$ cat src/rtl/sr_d_deserializer_pkg.sv
// Shared constants and FSM state type for the SR-D deserialiser slice.
// The optional parity phase is controlled by SR_D_DESER_PARITY_EN.
package sr_d_pkg;

    localparam int unsigned DEFAULT_WIDTH = 8;
    localparam int unsigned MIN_WIDTH     = 2;
    localparam int unsigned MAX_WIDTH     = 32;

    typedef enum logic [0:0] {
        COLLECT = 1'b0,
        PARITY  = 1'b1
    } deser_state_e;

    // Even parity across a data word plus its trailing parity bit; 1 means error.
    function automatic logic even_parity_err(input logic [MAX_WIDTH-1:0] word,
                                             input logic                 par_bit);
        return (^word) ^ par_bit;
    endfunction

endpackage

$ cat src/rtl/sr_d_deserializer_if.sv
// Serial input, parallel valid/ready output and status bundle of the deserialiser.
interface sr_d_deserializer_if #(
    parameter int unsigned WIDTH = 8
) ();

    logic             bit_in;
    logic             bit_en;
    logic [WIDTH-1:0] out_data;
    logic             out_valid;
    logic             out_ready;
    logic             ovf_clr;
    logic             overflow;
    logic             parity_err;

    // Environment side: drives serial bits, consumer ready and overflow clear.
    modport master (
        output bit_in,
        output bit_en,
        output out_ready,
        output ovf_clr,
        input  out_data,
        input  out_valid,
        input  overflow,
        input  parity_err
    );

    // Deserialiser side.
    modport slave (
        input  bit_in,
        input  bit_en,
        input  out_ready,
        input  ovf_clr,
        output out_data,
        output out_valid,
        output overflow,
        output parity_err
    );

endinterface

$ cat src/rtl/sr_d_deserializer_bit_counter.sv
// Data-bit counter for the deserialiser: counts enabled edges and wraps to 0
// after the terminal count WIDTH-1.
module sr_d_bit_counter #(
    parameter int unsigned WIDTH = 8
) (
    input  logic clk,
    input  logic reset,
    input  logic en,
    output logic tc_c
);

    localparam int unsigned CNT_W = (WIDTH > 1) ? $clog2(WIDTH) : 1;

    logic [CNT_W-1:0] cnt_q;
    logic [CNT_W-1:0] cnt_d;

    assign tc_c = (cnt_q == CNT_W'(WIDTH - 1));

    always_comb begin
        cnt_d = cnt_q;
        if (en) begin
            cnt_d = tc_c ? '0 : cnt_q + CNT_W'(1);
        end
    end

    always_ff @(posedge clk) begin
        if (!reset) begin
            cnt_q <= '0;
        end else begin
            cnt_q <= cnt_d;
        end
    end

endmodule

$ cat src/rtl/sr_d_deserializer.sv
// MSB-first serial-to-parallel packer with valid/ready output and sticky overflow.
// Optional trailing even-parity bit enabled by defining SR_D_DESER_PARITY_EN.
module sr_d_deserializer
    import sr_d_pkg::*;
#(
    parameter int unsigned WIDTH = DEFAULT_WIDTH
) (
    input  logic                 clk,
    input  logic                 reset,
    sr_d_deserializer_if.slave   bus
);

`ifdef SR_D_DESER_PARITY_EN
    localparam int unsigned SH_W = WIDTH;
`else
    localparam int unsigned SH_W = WIDTH - 1;
`endif

    deser_state_e     state_q, state_d;
    logic [SH_W-1:0]  shreg_q, shreg_d;
    logic [WIDTH-1:0] out_data_q, out_data_d;
    logic             out_valid_q, out_valid_d;
    logic             overflow_q, overflow_d;
    logic             tc_c;
    logic             cnt_en_c;
    logic             word_done_c;
    logic [WIDTH-1:0] word_c;
    logic [WIDTH-1:0] shift_c;

    // Counter only advances on data bits, never on the parity bit.
    assign cnt_en_c = bus.bit_en && (state_q == COLLECT);

    sr_d_bit_counter #(.WIDTH(WIDTH)) u_bit_counter (
        .clk   (clk),
        .reset (reset),
        .en    (cnt_en_c),
        .tc_c  (tc_c)
    );

    assign shift_c = {shreg_q[WIDTH-2:0], bus.bit_in};

`ifdef SR_D_DESER_PARITY_EN
    logic parity_err_q, parity_err_d;
    logic par_bit_c;
`endif

    always_comb begin
        state_d     = state_q;
        shreg_d     = shreg_q;
        out_data_d  = out_data_q;
        out_valid_d = out_valid_q;
        overflow_d  = overflow_q;
        word_done_c = 1'b0;
        word_c      = shift_c;
`ifdef SR_D_DESER_PARITY_EN
        parity_err_d = parity_err_q;
        par_bit_c    = 1'b0;
`endif

        unique case (state_q)
            COLLECT: begin
                if (bus.bit_en) begin
                    shreg_d = SH_W'(shift_c);
                    if (tc_c) begin
`ifdef SR_D_DESER_PARITY_EN
                        state_d = PARITY;
`else
                        word_done_c = 1'b1;
`endif
                    end
                end
            end
`ifdef SR_D_DESER_PARITY_EN
            PARITY: begin
                word_c    = WIDTH'(shreg_q);
                par_bit_c = bus.bit_in;
                if (bus.bit_en) begin
                    word_done_c = 1'b1;
                    state_d     = COLLECT;
                end
            end
`endif
            default: state_d = COLLECT;
        endcase

        if (out_valid_q && bus.out_ready) begin
            out_valid_d = 1'b0;
        end

        if (ovf_clr_c()) begin
            overflow_d = 1'b0;
        end

        // A completed word lands only if the output slot is free or being taken.
        if (word_done_c) begin
            if (!out_valid_q || bus.out_ready) begin
                out_data_d  = word_c;
                out_valid_d = 1'b1;
`ifdef SR_D_DESER_PARITY_EN
                parity_err_d = even_parity_err(MAX_WIDTH'(word_c), par_bit_c);
`endif
            end else begin
                overflow_d = 1'b1;
            end
        end
    end

    function automatic logic ovf_clr_c();
        return bus.ovf_clr;
    endfunction

    always_ff @(posedge clk) begin
        if (!reset) begin
            state_q     <= COLLECT;
            shreg_q     <= '0;
            out_data_q  <= '0;
            out_valid_q <= 1'b0;
            overflow_q  <= 1'b0;
        end else begin
            state_q     <= state_d;
            shreg_q     <= shreg_d;
            out_data_q  <= out_data_d;
            out_valid_q <= out_valid_d;
            overflow_q  <= overflow_d;
        end
    end

`ifdef SR_D_DESER_PARITY_EN
    always_ff @(posedge clk) begin
        if (!reset) begin
            parity_err_q <= 1'b0;
        end else begin
            parity_err_q <= parity_err_d;
        end
    end

    assign bus.parity_err = parity_err_q;
`else
    assign bus.parity_err = 1'b0;
`endif

    assign bus.out_data  = out_data_q;
    assign bus.out_valid = out_valid_q;
    assign bus.overflow  = overflow_q;

endmodule

$ cat src/flat_wrapper.sv
// flat-port wrapper written by rule: the top's interface ports become plain ports
module sr_d_deserializer_flat import sr_d_pkg::*;
#(
    parameter int unsigned WIDTH = DEFAULT_WIDTH
)
  (clk, reset, bus_bit_in, bus_bit_en, bus_out_ready, bus_ovf_clr, bus_out_data, bus_out_valid, bus_overflow, bus_parity_err);
  sr_d_deserializer_if #(.WIDTH(WIDTH)) bus_i ();
  input  logic clk;
  input  logic reset;
  input wire logic [$bits(bus_i.bit_in)-1:0] bus_bit_in;
  input wire logic [$bits(bus_i.bit_en)-1:0] bus_bit_en;
  input wire logic [$bits(bus_i.out_ready)-1:0] bus_out_ready;
  input wire logic [$bits(bus_i.ovf_clr)-1:0] bus_ovf_clr;
  output wire logic [$bits(bus_i.out_data)-1:0] bus_out_data;
  output wire logic [$bits(bus_i.out_valid)-1:0] bus_out_valid;
  output wire logic [$bits(bus_i.overflow)-1:0] bus_overflow;
  output wire logic [$bits(bus_i.parity_err)-1:0] bus_parity_err;
  assign bus_i.bit_in = bus_bit_in;
  assign bus_i.bit_en = bus_bit_en;
  assign bus_i.out_ready = bus_out_ready;
  assign bus_i.ovf_clr = bus_ovf_clr;
  assign bus_out_data = bus_i.out_data;
  assign bus_out_valid = bus_i.out_valid;
  assign bus_overflow = bus_i.overflow;
  assign bus_parity_err = bus_i.parity_err;
  sr_d_deserializer #(.WIDTH(WIDTH)) u_core (.clk(clk), .reset(reset), .bus(bus_i));
endmodule
$ cat config.mk
export PLATFORM = sky130hd
export DESIGN_NAME = sr_d_deserializer_flat
export DESIGN_NICKNAME = d
export VERILOG_FILES = /design/src/rtl/sr_d_deserializer_pkg.sv /design/src/rtl/sr_d_deserializer_if.sv /design/src/rtl/sr_d_deserializer_bit_counter.sv /design/src/rtl/sr_d_deserializer.sv /design/src/flat_wrapper.sv
export SDC_FILE = /design/constraint.sdc
export NUM_CORES = 1
export LEC_CHECK = 0
export ABC_AREA = 1
export CORE_ASPECT_RATIO = 1.2
export CORE_MARGIN = 4
export CORE_UTILIZATION = 30
export CTS_CLUSTER_DIAMETER = 80
export DETAILED_ROUTE_END_ITERATION = 12
export GPL_ROUTABILITY_DRIVEN = 0
export SKIP_LAST_GASP = 1
export SYNTH_ARGS = -nofsm -noshare
export SYNTH_HDL_FRONTEND = slang
export SYNTH_SLANG_ARGS = --single-unit
$ cat constraint.sdc
create_clock -name clk -period 1.16 [get_ports clk]
set_input_delay 0.232 -clock clk [delete_from_list [all_inputs] [get_ports clk]]
set_output_delay 0.232 -clock clk [all_outputs]
set_load 0.005 [all_outputs]
Word level (Yosys, flattened, before mapping) --
Index checks and enable logic that the tools add are counted. W data, S select, Z words.
Storage, ports and cells: output and inout port bits 11, bits of input ports 6, register bits after elaboration 20, word-level logic and storage cells 20
Cells by class: equality and inequality tests 1, reduce and logical (&&, ||, !) cells 4, multiplexer cells 9, add/subtract/negate cells 1
Operators by type and width (number):
- $mux W1 | 8
- $add A3 B1 Y3 const B | 1
- $eq A3 B3 Y1 const B | 1
- $mux W3 | 1
- $reduce_and A2 Y1 | 1
- $logic_and A1 B1 Y1 | 1
- $logic_not A1 Y1 | 1
- $logic_or A1 B1 Y1 | 1

Logic depth before layout (Yosys ltp) --
depth after elaboration 4, gate-level depth with buffers 8, mapped depth without buffers 7

Hierarchy --
A second synthesis with hierarchy kept.
Second synthesis, totals: cell total of the unflattened synthesis 105, area total of the unflattened synthesis 845.8 µm²
By module, submodules not included:
- sr_d_deserializer | area an instance 704.4 µm², instances 1, seq. area each 340.3 µm², cells each 87
- sr_d_bit_counter | area an instance 141.4 µm², instances 1, seq. area each 60.1 µm², cells each 18

Worst setup path before layout --
OpenSTA, ideal clock, no wires.
path type flip-flop to flip-flop, start point register u_core.u_bit_counter.cnt_q[0], end point register u_core.out_data_q[0], in the netlist u_core.bus.out_data[0], path slack -114 ps, required time 1047 ps, clock period less this slack 1274 ps, arrival 1161 ps, library setup time 113 ps, buffers on the path 1, cell stages (with the launch flop) 8, cells stage by stage dfxtp_1 -> ha_1 -> ha_1 -> nand2_2 -> clkinv_4 -> buf_8 -> a21oi_2 -> nor2_1
Between the ends: longest elaborated chain between the ends 4
Ends and longest elaborated chain:
- from (decl) | line sr_d_deserializer_bit_counter.sv:14 | logic [CNT_W-1:0] cnt_q;
- from (signal assigned) | line sr_d_deserializer_bit_counter.sv:30 | cnt_q <= cnt_d;
- $eq A3 B3 Y1 | line sr_d_deserializer_bit_counter.sv:17 | assign tc_c = (cnt_q == CNT_W'(WIDTH - 1));
- $mux W1 | line sr_d_deserializer.sv:64 | if (tc_c) begin
- $mux W1 | line sr_d_deserializer.sv:62 | if (bus.bit_en) begin
- $reduce_and A2 Y1 (no source line)
- to (signal assigned) | line sr_d_deserializer.sv:122 | out_data_q <= out_data_d;
- to (decl) | line sr_d_deserializer.sv:21 | logic [WIDTH-1:0] out_data_q, out_data_d;
No other way between the ends. A chain may end at the register's enable or synchronous reset.

Worst setup path after layout --
start point register u_core.u_bit_counter.cnt_q[0], end point register u_core.out_data_q[1], in the netlist u_core.bus.out_data[1]
The elaborated chain is that of the path after synthesis.

==> summary.md <==
| Metric | Value |
|---|---|
| Share of cells above drive strength 1 | `40.4%` |
| Post-Synth XOR/XNOR Area | `0.985%` |
| Synth Flop Type | `dfxtp_1` |
| Simple-gate share of the synthesized area | `between 15 and 20%` |
| Crit-path cells | `ha_4 -> ha_4 -> nand2_8 -> clkinv_8 -> a21oi_2 -> nor2_1` |
| Sum Neg Setup Slack | `0 ps` |
| Mux cell area share after synthesis | `0%` |
| Mapped cell area | `between 800 and 900 sq um` |
| Fmax | `871 MHz` |
| CTS Sinks | `20` |
| Row Count | `21` |
| Post-DP HPWL | `~1200 um` |
| Switching power of the nets | `0.302 mW` |
| WS Path Type | `register to register` |
| Buffers on Ports | `15` |
| Syn avg cell area | `~8.6 sq um` |
| Via count | `746` |
| Critical Path AT | `1350 ps` |
| Internal power | `~0.98 mW` |
| Routed WL per cell | `approximately 10 um` |
| Most frequent cell after synthesis | `dfxtp_1` |
| CTS tree | `yes` |
| ANT cells | `0` |
| Post-synthesis cell count | `about 100` |
| Tcrit/Tclk final | `a little over nine tenths` |
| Clock share of power | `31.7%` |
| Maximum vdd drop | `0.710 mV` |
| # nets final | `145` |
| Top cells by count, synth | `dfxtp_1 (20), inv_1 (12), nor2_1 (11)` |
| Post-synth EDFFs | `0` |
| Adder-Cell Fraction of Synth Area | `2.81%` |
| # IOs | `17` |
| Seq/Total Area, Yosys | `45.0%` |
| Status | `complete, no violations` |
| Minimum clock period | `1150 ps` |
| Initial antenna violation count | `0` |
| Fillers | `around 280` |
| Clk_lat worst skew | `300 ps` |
| Critical Path Fanout Max | `9` |
| CTS root buf | `clkbuf_4` |
| Fin. max-slew vios | `0` |
| Largest family of logic cells by synthesized area | `compound AO/OA/AOI/OAI gates` |
| Hold Violations, Final | `0` |
| Netlist cell types | `21` |
| Power per Cell Area | `between 1000 and 1500 mW/mm^2` |
| DIE HEIGHT | `between 60 and 70 um` |
| Design Area, Final | `~0.0013 sq mm` |
| Sw Share | `23.6%` |
| Yosys warning count | `0` |
| Die area | `0.00390 sq mm` |
| Clk slew on worst S/H paths | `110 ps` |
| GRT Util Overall | `under 10%` |
| Vias in the first global route | `730` |
| CTS Buffer Depth | `2` |
| Yosys top cell by area | `dfxtp_1` |
| 1st-iter DRT viols | `16` |
| Max-cap violations | `0` |
| Critical path's slowest cell | `dfxtp_2` |
| Worst Skew | `1.28 ps` |
| First-pass GRT wire length | `3030 um` |
| Family with the most delay on the worst path | `flip-flops` |
| Detailed Routing Iterations Pass 1 | `3` |
| CP Launch Type | `register` |
| Quantity of hold-fixing buffers added after cts | `0` |
| Post-synthesis register bit count | `20` |
| Sequential share of power | `57.3%` |
| Complex-gate fraction of the synthesized area | `19.0%` |
| Syn nets | `112` |
| Area grow syn2layout | `43.0%` |
| Vias/cell | `4.39` |
| Largest net degree at the start of global routing | `15` |
| Grt total ovfl | `0` |
| Antenna Nets Post-Route | `0` |
| Crit path buf inv count | `1` |
| Top post-synthesis cells by area | `dfxtp_1 (45%), a21oi_2 (8.9%), a21oi_1 (5.1%), o21ai_0 (5.1%), inv_1 (5.1%)` |
| H-tree levels | `1` |
| Comb pwr share | `between 10 and 15%` |
| Worst path most repeated cell | `ha_4` |
| CP endpoint kind | `register` |
| CTS Buf Count | `3` |
| Data required time at the worst endpoint | `1360 ps` |
| Synth top area share | `a little under half` |
| Final setup violation count | `0` |
| Async set-reset flop share out of synthesis | `0%` |
| Core outline area | `0.00281 sq mm` |
| Leak Pwr | `0.550 nW` |
| WL final | `roughly 1700 um` |
| Starting Density | `31.6%` |
| RSZ-0062 raised after global routing | `true` |
| Cell area after placement | `0.00111 sq mm` |
| Max incr delay on CP | `360 ps` |
| DRC | `0` |
| Hold Path Class | `register to register` |
| Die width | `57.7 um` |
-- what timing repair did --
item,in CTS,in global routing
gates resized for setup,22,10
endpoints found under the setup margin,18,17
hold endpoints to repair,0,0
buffers inserted,9,2
cloned,1,0
pin swaps,0,1
-- worst reg2reg max path: cells and delay by family, from the launching register on --
family                     cells  cell delay (ps)
AOI/OAI and AO/OA              1              130
and+or+nand+nor                2              160
buffers and inverters          1               80
DFF                            1              360
adders and majority gates      2              330
-- power by group through the flow --
stage | registers, mW | logic, mW | clock network [mW]
floorplan | 0.746 | 0.0930 | 0
global placement | 0.749 | 0.121 | 0
detailed placement | 0.750 | 0.126 | 0
CTS | 0.733 | 0.135 | 0.427
global route | 0.737 | 0.160 | 0.457
finish | 0.733 | 0.141 | 0.406
-- placed cells by master (no fill, tap or decap), types with 2 or more instances in the layout --
master           synthesis  routed
nor2_1                  11      10
o21ai_0                  9       9
clkdlybuf4s50_1          0       5
a21oi_2                  9      10
clkdlybuf4s15_1          0       7
dfxtp_2                  0      12
nand3_1                  7       7
clkbuf_4                 0       3
inv_1                   12      12
buf_4                    1      18
dlygate4sd2_1            0       3
ha_4                     0       2
dfxtp_1                 20       8
a21oi_1                  9       8
nand2_1                  9       9
-- final timing paths --
kind | depth (start not counted) | from | endpoint | slack, ps
max | 6 | u_core.u_bit_counter.cnt_q[0] | u_core.bus.out_data[1] | 10
min | 2 | u_core.shreg_q[5] | u_core.shreg_q[6] | 470
max reg2reg | 6 | u_core.u_bit_counter.cnt_q[0] | u_core.bus.out_data[1] | 10
min reg2reg | 2 | u_core.shreg_q[5] | u_core.shreg_q[6] | 470
-- stage by stage --
step           utilization [%]  total power [mW]  cells  setup slack (ps)  hold WS, ps
6_report                  45.3              1.28    170              11.7          470
5_1_grt                   45.3              1.35    170             -53.8          501
4_1_cts                   44.1              1.30    168             -1.05          476
3_5_place_dp              39.5             0.876    154              -204          456
3_3_place_gp              39.5             0.870    154              -179          455
2_1_floorplan                -             0.839    104             -10.2          385
-- logic make-up (layout without fill, tap and decap cells) --
group / after synthesis / after routing
and+or+nand+nor: 32 / 32
other: 1 / 1
DFF: 20 / 20
AOI/OAI and AO/OA: 27 / 27
adders and majority gates: 2 / 2
buffers and inverters: 21 / 53
xor gates and xnor gates: 1 / 1
-- layout make-up --
| type | instances | area, sq um | share of cell area [%] |
|---|---|---|---|
| Timing Repair inverter | 1 | 11.3 | 0.885 |
| Sequential cell | 20 | 415 | 32.6 |
| Multi-Input combinational cell | 63 | 400 | 31.5 |
| Tap cell | 34 | 42.5 | 3.34 |
| Inverter | 14 | 65.1 | 5.11 |
| Clock buffer | 4 | 36.3 | 2.85 |
| Timing Repair Buffer | 34 | 302 | 23.7 |
-- state kept, by name, summed over array words and instances, names as in the netlist --
register	flops
u_core.shreg_q	7
u_core.bus.overflow	1
u_core.u_bit_counter.cnt_q	3
u_core.bus.out_data	8
u_core.bus.out_valid	1
-- layer usage --
layer,GRT usage [%],wire [um]
met5,0,0
met2,16.5,841
met3,2.10,77
met4,5.22,12
met1,11.9,791
No activity file was read; power rests on OpenSTA's default activity.
